File: src/rtl/mem_arb_pkg.sv
// Shared types and constants for the two-port memory arbiter.
// Port indices double as the last-grant pointer encoding.
package mem_arb_pkg;

    localparam int DEF_BITS_DATA = 32;
    localparam int DEF_BITS_ADDR = 16;

    localparam logic PORT_FETCH = 1'b0;
    localparam logic PORT_LS    = 1'b1;

    typedef enum logic [1:0] {
        IDLE   = 2'd0,
        ACCESS = 2'd1,
        DONE   = 2'd2
    } state_t;

endpackage

File: src/rtl/rr_arbiter2.sv
// Two-way round-robin winner select, purely combinational (zero latency).
// On a tie the port not named by last_gnt wins; no requests gives no grant.
module rr_arbiter2
    import mem_arb_pkg::*;
(
    input  logic       req0,
    input  logic       req1,
    input  logic       last_gnt,
    output logic [1:0] gnt
);

    always_comb begin
        gnt = 2'b00;
        if (req0 && req1) begin
            gnt = (last_gnt == PORT_LS) ? 2'b01 : 2'b10;
        end else if (req0) begin
            gnt = 2'b01;
        end else if (req1) begin
            gnt = 2'b10;
        end
    end

endmodule

File: src/rtl/mem_arbiter_2p.sv
// Shares one falling-edge-write memory between fetch and load-store ports; 3-cycle access (grant, ACCESS, DONE).
// A request that is not granted simply waits in IDLE; withdrawn requests leave no trace.
module mem_arbiter_2p
    import mem_arb_pkg::*;
#(
    parameter int BITS_DATA = DEF_BITS_DATA,
    parameter int BITS_ADDR = DEF_BITS_ADDR
) (
    input  logic                 clk,
    input  logic                 rst_n,
    input  logic                 req0,
    input  logic                 we0,
    input  logic [BITS_ADDR-1:0] addr0,
    input  logic [BITS_DATA-1:0] wdata0,
    input  logic                 req1,
    input  logic                 we1,
    input  logic [BITS_ADDR-1:0] addr1,
    input  logic [BITS_DATA-1:0] wdata1,
    output logic                 gnt0,
    output logic                 gnt1,
    output logic                 rvalid0,
    output logic                 rvalid1,
    output logic [BITS_DATA-1:0] rdata0,
    output logic [BITS_DATA-1:0] rdata1,
    output logic [BITS_ADDR-1:0] mem_address,
    output logic [BITS_DATA-1:0] mem_data_in,
    output logic                 mem_write,
    input  logic [BITS_DATA-1:0] mem_data_out
);

    state_t     state;
    logic       last_gnt;
    logic       lat_port;
    logic       lat_we;
    logic [1:0] arb_gnt;
    logic       in_idle;

    rr_arbiter2 u_rr (
        .req0     (req0),
        .req1     (req1),
        .last_gnt (last_gnt),
        .gnt      (arb_gnt)
    );

    // rst_n gates the grants so they drop immediately, independent of clk.
    assign in_idle = rst_n && (state == IDLE);
    assign gnt0    = in_idle && arb_gnt[0];
    assign gnt1    = in_idle && arb_gnt[1];

    always_ff @(posedge clk or negedge rst_n) begin
        if (!rst_n) begin
            state       <= IDLE;
            last_gnt    <= PORT_LS;
            lat_port    <= PORT_FETCH;
            lat_we      <= 1'b0;
            mem_write   <= 1'b0;
            mem_address <= '0;
            mem_data_in <= '0;
            rvalid0     <= 1'b0;
            rvalid1     <= 1'b0;
            rdata0      <= '0;
            rdata1      <= '0;
        end else begin
            case (state)
                IDLE: begin
                    if (arb_gnt != 2'b00) begin
                        state    <= ACCESS;
                        last_gnt <= arb_gnt[1];
                        lat_port <= arb_gnt[1];
                        if (arb_gnt[1]) begin
                            lat_we      <= we1;
                            mem_write   <= we1;
                            mem_address <= addr1;
                            mem_data_in <= wdata1;
                        end else begin
                            lat_we      <= we0;
                            mem_write   <= we0;
                            mem_address <= addr0;
                            mem_data_in <= wdata0;
                        end
                    end
                end
                ACCESS: begin
                    state     <= DONE;
                    mem_write <= 1'b0;
                    if (lat_port == PORT_LS) begin
                        rvalid1 <= 1'b1;
                        if (!lat_we) rdata1 <= mem_data_out;
                    end else begin
                        rvalid0 <= 1'b1;
                        if (!lat_we) rdata0 <= mem_data_out;
                    end
                end
                DONE: begin
                    state   <= IDLE;
                    rvalid0 <= 1'b0;
                    rvalid1 <= 1'b0;
                end
                default: begin
                    state     <= IDLE;
                    mem_write <= 1'b0;
                    rvalid0   <= 1'b0;
                    rvalid1   <= 1'b0;
                end
            endcase
        end
    end

endmodule

File: config.mk
export PLATFORM = sky130hd
export DESIGN_NAME = mem_arbiter_2p
export DESIGN_NICKNAME = d
export VERILOG_FILES = /design/src/rtl/mem_arb_pkg.sv /design/src/rtl/rr_arbiter2.sv /design/src/rtl/mem_arbiter_2p.sv
export SDC_FILE = /design/constraint.sdc
export NUM_CORES = 1
export LEC_CHECK = 0
export ABC_AREA = 1
export BUFFER_PORTS_ARGS = -buffer_cell sky130_fd_sc_hd__buf_2
export CAP_MARGIN = 20
export CORE_UTILIZATION = 52
export CTS_BUF_LIST = sky130_fd_sc_hd__clkbuf_8
export DETAILED_ROUTE_END_ITERATION = 10
export MAX_ROUTING_LAYER = met4
export PLACE_DENSITY_LB_ADDON = 0.25
export SETUP_SLACK_MARGIN = 0.4
export SYNTH_ARGS = -nofsm -noshare
export SYNTH_HDL_FRONTEND = slang
export SYNTH_SLANG_ARGS = --single-unit
File: constraint.sdc
create_clock -name clk -period 1.84 [get_ports clk]
set_input_delay 0.184 -clock clk [delete_from_list [all_inputs] [get_ports clk]]
set_output_delay 0.184 -clock clk [all_outputs]
set_load 0.01 [all_outputs]
==> results.md <==
- Clk Latency, worst-skew pair: 470 ps
- Final Skew: 20.7 ps
- Initial antenna violation count: 1
- GRT Total Usage: 0.312
- Final period utilization: 0.871
- Yosys top cell by area: dfrtp_1
- Post-Syn Area: around 0.0054 sq mm
- Syn nets: 774
- MaxCap Viol Count: 0
- Maximum clock rate: 624 MHz
- DRC violations left: 0
- Worst Hold Slack: -11.7 ps
- CP arrival: between 1000 and 1500 ps
- Failing checks: negative hold slack
- Max-slew headroom: 0.584
- Placed insts: 991
- Die Wd: 104 um
- Setup slack, reg-to-reg: 280 ps
- H-Tree Depth: 4
- Setup tns final: 0 ps
- Area contributors post-synth: dfrtp_1, nand2_1, nand3b_1
- Overflow after GRT: 0
- Maximum clock insertion buffer count: 2
- CP max FO: 3
- Final setup viols: 0
- Initial core utilization: 0.546
- Clk root buf: clkbuf_8
- Sequential share of the synthesized area: 0.553
- IO Port Bufs: between 200 and 300
- Global placement routability congestion: slightly below 0.9
- Crit path time final: 1600 ps
- Via count: just under 6000
- Crit. End Element: output port
- Worst-Margin Slew: 624 ps
- PD cells: 1770 mW/mm^2
- Rows: 36
- Die area: 0.0109 sq mm
- Layout cells sized above 1: 0.404
- WL/cell: 18.7 um
- Post-Syn Instances: 640
- Util after Layout: 0.816
- Worst vdd ir: 1.07 mV
- Chip height: 104 um
- Area added between synthesis and finish: 49.5%
- HPWL after DPL: 10.1 mm
- Synth top area share: 0.548
- Antenna-violating nets left: 0
- CTS tree: done
- Max Transition Viols Final: 0
- First-pass DRT Iterations: 7
- CP Data Required Time: 1660 ps
- Core Area: 0.00995 sq mm
- Boundary Pins: 251
- CTS Buf Count: 17
- NumNets Final: 1065
- Status: complete, but fails checks
- Overall power: 14.4 mW
- RSZ-0062 raised after global routing: true
- CTS Sinks: 120
- Vias in the first global route: 5304
- YS warnings: 0
- Crit Path Category: reg -> out
- Syn_area_per_cell: 8.49 sq um
- Final hold viol count: 1
- Pin count of the biggest net entering global routing: 121
- Global-route wire length before repair: 25.8 mm
- Via density: between 5 and 6
- Finished Layout Cells: 1079
- Worst Setup Start Kind: register
- Flops & latches, synth: 120
- HP Class: in -> reg
- Final wirelength: 20.2 mm
- Library cells used by synthesis: 23
- Leakage Power: between 4 and 5 nW
- Clock slew at reported path FFs: ~90 ps
- Initial DRC Count: 505
-- path summary, 6_finish.rpt --
check | start | to | cells after the start
worst max-delay path | last_gnt$_DFFE_PN1P_ | gnt0 | 3
worst min-delay path | mem_data_out[20] | rdata0[20]$_DFFE_PN0P_ | 3
worst max register to register | state[1]$_DFFE_PN0P_ | rdata1[11]$_DFFE_PN0P_ | 8
worst min register to register | mem_data_in[14]$_DFFE_PN0P_ | mem_data_in[14]$_DFFE_PN0P_ | 2
max in group asynchronous | rst_n | mem_data_in[28]$_DFFE_PN0P_ | 3
min in group asynchronous | rst_n | rdata0[13]$_DFFE_PN0P_ | 3
-- metal layers --
metal  track usage  up-vias  routed length (um)
met5             -        -                   0
met3        0.0721      111                1970
li1              -     2609                   -
met1         0.376     2776                7290
met4         0.137        0                1090
met2         0.504      443                9850
-- cell families after synthesis --
group,count (synthesis),share of synthesized area
AOI/OAI and AO/OA,69,0.0649
buffers and inverters,124,0.101
DFF,120,0.553
and+or+nand+nor,327,0.281
-- flip-flops by register name, summed over array words and instances (netlist names) --
signal / count
rvalid1: 1
state: 2
rdata0: 32
last_gnt: 1
rdata1: 32
rvalid0: 1
mem_data_in: 32
lat_port: 1
mem_write: 1
mem_address: 16
lat_we: 1
-- critical path, stage by stage, from the launching register on --
cell	delay [ps]
dfstp_2	570
o21ai_2	60
nor3_2	160
buf_2	170
-- per-stage QoR --
stage | instance area (sq um) | setup slack [ps]
after floorplan | 5440 | 703
after global placement | 6700 | 320
after detailed placement | 6700 | 262
after CTS | 7480 | 237
after global routing | 8130 | 203
final | 8130 | 237
-- layout by cell type, fill, tap and decap left out, drive strengths merged --
cell and n:
buf 271, nand2 232, dfrtp 119, inv 92, o21ai 67, nand3 50
nand3b 48, dlygate4sd3 26, clkbuf 19, nor2 5, clkinvlp 3, bufinv 3
clkinv 3, diode 2, a22o 2, nor3 2, nand4 1, dfstp 1
-- final cells by class --
| type | count | area (sq um) |
|---|---|---|
| repair buffers | 299 | 1880 |
| diodes | 2 | 5.00 |
| clock inverters | 15 | 190 |
| clock buffers | 17 | 234 |
| inverters | 86 | 325 |
| well taps | 133 | 166 |
| flip-flops and latches | 120 | 3000 |
| fillers | 625 | 1830 |
| multi-input cells | 407 | 2330 |
-- cells in the mapped netlist --
master    count
o21ai_0      43
nand3b_1     48
buf_4        10
nand4_1       1
clkbuf_1      3
nand3_1      50
buf_6         3
nor3_1        2
nand2_4       2
o21ai_1      24
nor2_8        1
nor2_1        2
dfrtp_1     119
buf_1         3
nand2_2       3
inv_2         3
inv_1        83
nor2_4        2
dfstp_2       1
nand2_1     216
clkbuf_2      2
buf_2        17
a22o_1        2
-- repair_timing --
item | in CTS | in global routing
setup endpoints to repair | 60 | 106
buffers inserted | 3 | 11
resized for setup | 11 | 102
gates cloned | 1 | 13
endpoints found under the hold margin | 150 | 0
pin swaps | 3 | 22
hold buffers | 26 | 0
-- where the power goes --
group	switching [mW]	internal (mW)
clock network	1.25	1.37
registers	0.892	3.98
logic	4.20	2.72
Power figures use the tool's default switching activity.
